<file path="src/rtl/char_ctrl_if.sv">
// Signal bundle between the VGA/input stage and the character controller.
// master drives timing, buttons and sprite size; slave returns the position.
interface char_ctrl_if;
  logic        vblnk;
  logic        left;
  logic        right;
  logic        jump;
  logic [11:0] char_hgt;
  logic [11:0] char_lng;
  logic [11:0] pos_x;
  logic [11:0] pos_y;
  logic        on_ground;

  modport master (
    output vblnk, left, right, jump, char_hgt, char_lng,
    input  pos_x, pos_y, on_ground
  );

  modport slave (
    input  vblnk, left, right, jump, char_hgt, char_lng,
    output pos_x, pos_y, on_ground
  );
endinterface

</file>
<file path="src/rtl/char_ctrl.sv">
// Character movement controller: once per frame (rising edge of vblnk) moves
// the character horizontally with the buttons and runs a ground/rise/fall
// jump model with gravity, top clamp and landing on the ground line.
module char_ctrl #(
  parameter int unsigned SCREEN_W = 800,
  parameter int unsigned GROUND_Y = 580,
  parameter int unsigned STEP     = 4,
  parameter int unsigned JUMP_V0  = 16,
  parameter int unsigned GRAVITY  = 1,
  parameter int unsigned VMAX     = 16,
  parameter int unsigned RST_HGT  = 32
) (
  input logic         clk,
  input logic         rst,
  char_ctrl_if.slave  bus
);

  typedef enum logic [1:0] {StGround, StRise, StFall} state_e;

  // Geometry is evaluated at 14 bits so sums of two 12-bit terms never wrap.
  localparam logic [13:0] ScreenMax = 14'(SCREEN_W - 1);
  localparam logic [13:0] GroundY   = 14'(GROUND_Y);
  localparam logic [13:0] StepW     = 14'(STEP);
  localparam logic [11:0] ResetX    = 12'(SCREEN_W / 2);
  localparam logic [11:0] ResetY    = 12'(GROUND_Y - RST_HGT);
  localparam logic [7:0]  JumpV0    = 8'(JUMP_V0);
  localparam logic [7:0]  Gravity   = 8'(GRAVITY);
  localparam logic [7:0]  Vmax      = 8'(VMAX);

  state_e      state_q, state_d;
  logic [11:0] pos_x_q, pos_x_d;
  logic [11:0] pos_y_q, pos_y_d;
  logic [7:0]  vel_q, vel_d;
  logic        vblnk_q, jump_q;
  logic        jump_req_q, jump_req_d;

  logic        tick, jump_edge, jump_take;
  logic [13:0] x_w, y_w, lng_w, hgt_w, ground_pos_w, fall_y_w;
  logic [8:0]  vel_sum;
  logic [7:0]  vel_fall;

  assign tick      = bus.vblnk & ~vblnk_q;
  assign jump_edge = bus.jump & ~jump_q;
  // An edge landing on the tick cycle itself still counts for that tick.
  assign jump_take = jump_req_q | jump_edge;

  assign x_w          = {2'b00, pos_x_q};
  assign y_w          = {2'b00, pos_y_q};
  assign lng_w        = {2'b00, bus.char_lng};
  assign hgt_w        = {2'b00, bus.char_hgt};
  assign ground_pos_w = GroundY - hgt_w;

  assign vel_sum  = {1'b0, vel_q} + {1'b0, Gravity};
  assign vel_fall = (vel_sum > {1'b0, Vmax}) ? Vmax : vel_sum[7:0];
  assign fall_y_w = y_w + {6'b0, vel_fall};

  // Jump request latch: set by a button edge, dropped on every tick.
  always_comb begin
    jump_req_d = jump_req_q | jump_edge;
    if (tick) begin
      jump_req_d = 1'b0;
    end
  end

  // Horizontal motion with clamping to the visible area.
  always_comb begin
    pos_x_d = pos_x_q;
    if (tick && (bus.left ^ bus.right)) begin
      if (bus.left) begin
        pos_x_d = (x_w < lng_w + StepW) ? bus.char_lng : pos_x_q - 12'(STEP);
      end else begin
        pos_x_d = (x_w + StepW + lng_w > ScreenMax) ? 12'(ScreenMax - lng_w)
                                                    : pos_x_q + 12'(STEP);
      end
    end
  end

  // Vertical FSM: next state, position and velocity.
  always_comb begin
    state_d = state_q;
    pos_y_d = pos_y_q;
    vel_d   = vel_q;
    if (tick) begin
      unique case (state_q)
        StGround: begin
          if (jump_take) begin
            state_d = StRise;
            vel_d   = JumpV0;
          end else begin
            pos_y_d = ground_pos_w[11:0];
          end
        end
        StRise: begin
          if (y_w < hgt_w + {6'b0, vel_q}) begin
            pos_y_d = bus.char_hgt;
            vel_d   = 8'd0;
            state_d = StFall;
          end else begin
            pos_y_d = pos_y_q - 12'(vel_q);
            if (vel_q <= Gravity) begin
              vel_d   = 8'd0;
              state_d = StFall;
            end else begin
              vel_d = vel_q - Gravity;
            end
          end
        end
        StFall: begin
          if (fall_y_w >= ground_pos_w) begin
            pos_y_d = ground_pos_w[11:0];
            vel_d   = 8'd0;
            state_d = StGround;
          end else begin
            pos_y_d = fall_y_w[11:0];
            vel_d   = vel_fall;
          end
        end
        default: state_d = StGround;
      endcase
    end
  end

  // State and output registers; reset parks the character on the ground.
  always_ff @(posedge clk or negedge rst) begin
    if (!rst) begin
      state_q    <= StGround;
      pos_x_q    <= ResetX;
      pos_y_q    <= ResetY;
      vel_q      <= 8'd0;
      vblnk_q    <= 1'b0;
      jump_q     <= 1'b0;
      jump_req_q <= 1'b0;
    end else begin
      state_q    <= state_d;
      pos_x_q    <= pos_x_d;
      pos_y_q    <= pos_y_d;
      vel_q      <= vel_d;
      vblnk_q    <= bus.vblnk;
      jump_q     <= bus.jump;
      jump_req_q <= jump_req_d;
    end
  end

  assign bus.pos_x     = pos_x_q;
  assign bus.pos_y     = pos_y_q;
  assign bus.on_ground = (state_q == StGround);

endmodule

</file>
<file path="src/flat_wrapper.sv">
// flat-port wrapper written by rule: the top's interface ports become plain ports
module char_ctrl_flat 
#(
  parameter int unsigned SCREEN_W = 800,
  parameter int unsigned GROUND_Y = 580,
  parameter int unsigned STEP     = 4,
  parameter int unsigned JUMP_V0  = 16,
  parameter int unsigned GRAVITY  = 1,
  parameter int unsigned VMAX     = 16,
  parameter int unsigned RST_HGT  = 32
)
  (clk, rst, bus_vblnk, bus_left, bus_right, bus_jump, bus_char_hgt, bus_char_lng, bus_pos_x, bus_pos_y, bus_on_ground);
  char_ctrl_if bus_i ();
  input logic clk;
  input logic rst;
  input wire logic [$bits(bus_i.vblnk)-1:0] bus_vblnk;
  input wire logic [$bits(bus_i.left)-1:0] bus_left;
  input wire logic [$bits(bus_i.right)-1:0] bus_right;
  input wire logic [$bits(bus_i.jump)-1:0] bus_jump;
  input wire logic [$bits(bus_i.char_hgt)-1:0] bus_char_hgt;
  input wire logic [$bits(bus_i.char_lng)-1:0] bus_char_lng;
  output wire logic [$bits(bus_i.pos_x)-1:0] bus_pos_x;
  output wire logic [$bits(bus_i.pos_y)-1:0] bus_pos_y;
  output wire logic [$bits(bus_i.on_ground)-1:0] bus_on_ground;
  assign bus_i.vblnk = bus_vblnk;
  assign bus_i.left = bus_left;
  assign bus_i.right = bus_right;
  assign bus_i.jump = bus_jump;
  assign bus_i.char_hgt = bus_char_hgt;
  assign bus_i.char_lng = bus_char_lng;
  assign bus_pos_x = bus_i.pos_x;
  assign bus_pos_y = bus_i.pos_y;
  assign bus_on_ground = bus_i.on_ground;
  char_ctrl #(.SCREEN_W(SCREEN_W), .GROUND_Y(GROUND_Y), .STEP(STEP), .JUMP_V0(JUMP_V0), .GRAVITY(GRAVITY), .VMAX(VMAX), .RST_HGT(RST_HGT)) u_core (.clk(clk), .rst(rst), .bus(bus_i));
endmodule
</file>
<file path="config.mk">
export PLATFORM = sky130hd
export DESIGN_NAME = char_ctrl_flat
export DESIGN_NICKNAME = d
export VERILOG_FILES = /design/src/rtl/char_ctrl_if.sv /design/src/rtl/char_ctrl.sv /design/src/flat_wrapper.sv
export SDC_FILE = /design/constraint.sdc
export NUM_CORES = 1
export LEC_CHECK = 0
export CAP_MARGIN = 20
export CORE_ASPECT_RATIO = 0.6
export CORE_MARGIN = 5
export CORE_UTILIZATION = 40
export CTS_CLUSTER_DIAMETER = 200
export DETAILED_ROUTE_END_ITERATION = 6
export GPL_ROUTABILITY_DRIVEN = 0
export MAX_ROUTING_LAYER = met4
export SETUP_SLACK_MARGIN = 0.02
export SLEW_MARGIN = 10
export SYNTH_ARGS = -nofsm -noshare
export SYNTH_HDL_FRONTEND = slang
export SYNTH_SLANG_ARGS = --single-unit
</file>
<file path="constraint.sdc">
create_clock -name clk -period 11.1 [get_ports clk]
set_input_delay 2.22 -clock clk [delete_from_list [all_inputs] [get_ports clk]]
set_output_delay 2.22 -clock clk [all_outputs]
set_load 0.005 [all_outputs]
</file>
Word-level counts from Yosys, hierarchy flattened

Index checks and enable logic that the tools add are counted.
W data, S select, Z words.

Add/subtract/negate cells: 12
Bitwise gates (word level): 6
Equality and inequality tests: 6
$lt $le $gt $ge: 6
Multiplexer cells: 19
Reduce and logical (&&, ||, !) cells: 6

Operators with widths:

| cell                     | number |
|---|---|
| $mux W12                 | 6 |
| $mux W8                  | 5 |
| $pmux W12 S3             | 1 |
| $lt A12 B14 Y1           | 2 |
| $add A12 B3 Y13 const B  | 2 |
| $add A12 B8 Y13          | 2 |
| $pmux W8 S3              | 1 |
| $add A14 B12 Y14         | 1 |
| $ge A14 B14 Y1           | 1 |
| $gt A14 B10 Y1 const B   | 1 |
| $sub A10 B12 Y13 const A | 1 |
| $add A12 B3 Y12 const B  | 1 |
| $sub A10 B12 Y12 const A | 1 |
| $sub A12 B3 Y12 const B  | 1 |
| $sub A12 B8 Y12          | 1 |
| $add A8 B1 Y9 const B    | 1 |
| $gt A9 B5 Y1 const B     | 1 |
| $le A8 B1 Y1 const B     | 1 |
| $mux W2                  | 4 |
| $sub A8 B1 Y8 const B    | 1 |
| $pmux W2 S3              | 1 |
| $reduce_and A3 Y1        | 2 |
| $ne A2 B1 Y1 const B     | 2 |
| $reduce_and A4 Y1        | 1 |
| 12 further kinds         | 14 |

Output and inout port bits: 25
Logic and storage cells: 62
Bits in registers: 37

Longest topological paths before layout

Depth after elaboration: 7
Mapped depth: 24
Mapped depth without buffers: 23

Worst setup path before layout

OpenSTA, ideal clock, no wires.

Path type: input-to-reg
Start point: input bus_char_hgt[1]
End point: register u_core.pos_y_q[3] (netlist: u_core.bus.pos_y[3])
Setup slack: 5.434 ns
Buffers on the path: 0
Stages on the path: 18
Required time: 10.965 ns
Data arrival time: 5.531 ns
Cells stage by stage: ha_1 > a21o_1 > a21oi_1 > o21bai_1 > a21oi_1 > nor2b_1 > o21ai_0 > nor2b_1 > xor2_1 > ha_1 > a21oi_1 > o21ai_0 > a221o_1 > a31o_2 > nand2_1 > mux2_2 > a221oi_1 > o22ai_1

Cells in the longest elaborated chain, start to end: 4

RTL lines:

| item                                                       | line                              | text |
|---|---|---|
| start: declaration                                         | flat_wrapper.sv:20                | `input wire logic [$bits(bus_i.char_hgt)-1:0] bus_char_hgt;` |
| $sub A10 B12 Y13 / $add A12 B8 Y13 (equally long branches) | char_ctrl.sv:51, char_ctrl.sv:94  |  |
| $ge A14 B14 Y1 / $lt A12 B14 Y1 (equally long branches)    | char_ctrl.sv:109, char_ctrl.sv:94 |  |
| $mux W12, on equally long branches                         | char_ctrl.sv:109, char_ctrl.sv:94 |  |
| $pmux W12 S3 *                                             | char_ctrl.sv:84                   | `unique case (state_q)` |
| end signal: assignment                                     | char_ctrl.sv:128                  | `pos_y_q <= ResetY;` |
| end signal: assignment                                     | char_ctrl.sv:136                  | `pos_y_q <= pos_y_d;` |
| end: declaration                                           | char_ctrl.sv:32                   | `logic [11:0] pos_y_q, pos_y_d;` |

Mark *: on every way between the ends. The rest lies on a longest branch, timed or not. The select of a mux whose other input is x is not followed.
A chain may end at the register's enable or synchronous reset.

Final worst setup path

Start point: input bus_char_hgt[1]
End point: register u_core.pos_y_q[4] (netlist: u_core.bus.pos_y[4])

The elaborated chain is that of the path after synthesis.

==> impl_metrics.py <==
metrics = {
    "outcome": {
        "outcome": "complete, but fails checks",
        "failed_checks": "DRC",
    },
    "global_routing": {
        "grt_pass1_vias": 5661,
        "grt_pass1_wl_microns": 32080,
        "grt_max_degree": 38,
        "antenna_found_initial": 0,
        "groute.usage.overall_pct": 23.11,
        "grt_overflow": 0,
    },
    "die": {
        "start_util_pct": 41.14,
        "die_h_microns": 105.0,
        "rows": 34,
        "die_width_microns": 168.4,
        "core_sq_um": 14630,
        "io_pins": 55,
        "die_area_sq_um": 17690,
    },
    "routing": {
        "drt_iter0_markers": 815,
        "ant_nets": 0,
        "dr.pass1.iters": 7,
        "wl_per_cell_microns": 20.36,
        "routed_via_density": 6.078,
        "drc": 1,
        "wl_microns": 20200,
        "dr_total_vias": 6029,
    },
    "placement": {
        "placed_cells": 984,
        "dpl.hpwl_microns": 16230,
        "port-buffer-count": 54,
        "place_area_sq_um": 6696,
    },
    "clock_network": {
        "cts_buffer_depth": 2,
        "post_cts.repair.setup_buffers": 0,
        "hold_buffers": 0,
        "cts_tree": "yes",
        "clock_latency_ns": 0.28,
        "cts.root.buffer_cell": "clkbuf_16",
        "cts_resized": 0,
        "htree_levels": 2,
        "path_clk_slew_ns": 0.06,
        "cts_sinks": 37,
        "cts_made_buffers": 5,
    },
    "sta": {
        "hold_viol_final": 0,
        "period_needed_ns": 6.769,
        "tightest_slew_ns": 0.9003,
        "finalCritPeriodShare_pct": 60.99,
        "rsz0062_at_grt": "no",
        "finalSetupViolCount": 0,
        "slew_violations": 0,
        "setup_tns_ns": 0,
        "slew_headroom_pct": 39.98,
        "max_freq_mhz": 147.7,
        "fin_skew_ns": 0.003982,
    },
    "power_and_ir_drop": {
        "p_per_area_nw_per_um2": 299.2,
        "p_comb_share_pct": 73.9,
        "internal_power_w": 0.0009779,
        "power.share.clock_pct": 8.4,
        "switching_power_w": 0.001079,
        "peakVddDrop_mv": 0.1108,
        "leakage_nw": 2.949,
        "power_frac_seq_pct": 17.7,
        "swShare_pct": 52.45,
    },
    "flow_run": {
        "drv_cap": 0,
    },
    "final_layout": {
        "fill_cells": 1412,
        "final_util_pct": 46.96,
        "fin_nets": 913,
        "drive_gt1_share_pct": 6.801,
        "num_antenna_cells": 0,
        "syn_to_final_growth_pct": 14.15,
        "final_area_sq_um": 6873,
        "layout.cells.non_filler": 992,
    },
    "yosys": {
        "avgSynthCellArea_sq_um": 7.933,
        "yosysUniqueCellTypes": 73,
        "synth-seq-area-share_pct": 15.50,
        "syn-instance-count": 759,
        "ys_ff_latch": 37,
        "synth-edff-count": 0,
        "synth_flop_cell": "dfrtp_1",
        "yosysWarnings": 0,
        "syn_area_sq_um": 6021,
        "async_flop_share_pct": 100.0,
    },
    "worst_setup_path": {
        "start_kind": "primary input",
        "worstSetupPathType": "in2reg",
        "path_max_fanout": 14,
        "worstPathArrival_ns": 6.92,
        "cp_data_required_time_ns": 11.25,
        "end_kind": "register",
    },
    "worst_hold_path": {
        "min_path_type": "reg2reg",
    },
}
flip-flops by register name, indices dropped and copies added, names as in the netlist:
signal             cells
u_core.bus.pos_x      12
u_core.bus.pos_y      12
u_core.jump_q          1
u_core.jump_req_q      1
u_core.state_q         2
u_core.vblnk_q         1
u_core.vel_q           8
metrics by stage:
| step | hold WS [ns] | worst slack, ns | total power, W |
|---|---|---|---|
| 4_1_cts | 0.5177 | 4.365 | 0.002021 |
| 2_1_floorplan | 0.4562 | 5.434 | 0.001382 |
| 5_1_grt | 0.5643 | 4.005 | 0.002231 |
| 6_report | 0.5121 | 4.331 | 0.002057 |
| 3_3_place_gp | 0.4867 | 4.316 | 0.001808 |
| 3_5_place_dp | 0.5034 | 4.107 | 0.001838 |
path summary, 6_finish.rpt:
| check | from | depth (start not counted) | endpoint | slack (ns) |
|---|---|---|---|---|
| max in group asynchronous | rst | 1 | u_core.bus.pos_y[0] | 8.47 |
| setup reg to reg | u_core.vel_q[1] | 21 | u_core.bus.pos_y[4] | 4.79 |
| setup / recovery | bus_char_hgt[1] | 19 | u_core.bus.pos_y[4] | 4.33 |
| hold reg to reg | u_core.vblnk_q | 2 | u_core.jump_req_q | 0.51 |
| min in group asynchronous | rst | 1 | u_core.bus.pos_y[10] | 2.06 |
| hold / removal | u_core.vblnk_q | 2 | u_core.jump_req_q | 0.51 |
power by group through the flow:
stage | Combinational [W] | Clock (W) | Sequential, W
after global routing | 0.00168 | 0.000180 | 0.000374
after CTS | 0.00149 | 0.000174 | 0.000357
after floorplan | 0.00111 | 0 | 0.000272
after global placement | 0.00145 | 0 | 0.000357
final | 0.00152 | 0.000172 | 0.000364
after detailed placement | 0.00148 | 0 | 0.000359
cell families (layout without fill, tap and decap cells):
logic type,after synthesis,in the layout,synth area share [%]
fa+ha+maj,90,90,19.20
xor+xnor,67,67,9.746
simple gates,223,223,19.10
mux,27,27,4.801
compound gates,235,235,26.43
buf+inv,79,111,5.154
flops,37,37,15.50
other cells,1,4,0.06228
cell usage after synthesis (all sizes together) (8+ instances only):
library cell	count	area [sq um]
inv	46	172.7
xor2	26	227.7
a21o	14	105.1
nand2	53	198.9
nor2b	12	75.07
dfrtp	31	775.7
o22ai	12	75.07
a21oi	53	265.3
and2	10	62.56
o21ai	56	280.3
nand4	8	50.05
nor2	48	187.7
nand2b	13	81.33
nand3	22	110.1
o31ai	8	60.06
o211ai	9	81.33
and3	14	87.58
a211oi	9	80.08
mux2i	12	120.1
xnor2	41	359.1
ha	86	1076
clkbuf	23	86.33
buf	9	47.54
nor3	16	91.34
mux2	15	168.9
area by class of cell:
type                    instances  area (sq um)  area share, %
clock buffers                   6         138.9          2.021
flip-flops and latches         37         933.4          13.58
inverters                      47         176.4          2.567
repair buffers                 56         550.5          8.010
well taps                     198         247.7          3.605
multi-input cells             646          4788          69.67
clock inverters                 2         37.54         0.5461
cell usage in the layout, fill, tap and decap left out, drive strengths merged, types with 8 or more instances in the layout:
cell / instances
ha: 86
o21ai: 56
nand2: 53
a21oi: 53
clkdlybuf4s50: 53
nor2: 48
inv: 46
xnor2: 41
dfrtp: 31
xor2: 26
nand3: 22
nor3: 16
mux2: 15
a21o: 14
and3: 14
nand2b: 13
mux2i: 12
nor2b: 12
o22ai: 12
and2: 10
o211ai: 9
a211oi: 9
nand4: 8
o31ai: 8
per-layer routing:
| layer | part of all wire, % | GRT usage, % | wire, microns | vias to the layer above |
|---|---|---|---|---|
| li1 | - | - | - | 2874 |
| met1 | 53 | 38.08 | 10790 | 2864 |
| met2 | 36 | 27.86 | 7183 | 279 |
| met3 | 11 | 6.075 | 2140 | 12 |
| met4 | 0.42 | 1.795 | 84 | 0 |
| met5 | 0 | - | 0 | - |
critical path: stages:
cell	delay (ns)
clkdlybuf4s50_1	0.50
ha_1	0.34
a21o_1	0.18
a21oi_1	0.23
o21bai_1	0.09
a21oi_1	0.22
nor2b_1	0.07
o21ai_0	0.28
nor2b_1	0.20
xor2_1	0.20
ha_1	0.28
a21oi_1	0.13
o21ai_0	0.09
a221o_1	0.30
a31o_2	0.27
nand2_1	0.47
mux2_2	0.41
a221oi_1	0.31
o22ai_1	0.13
Note: power is estimated with default switching activity, not from simulation.
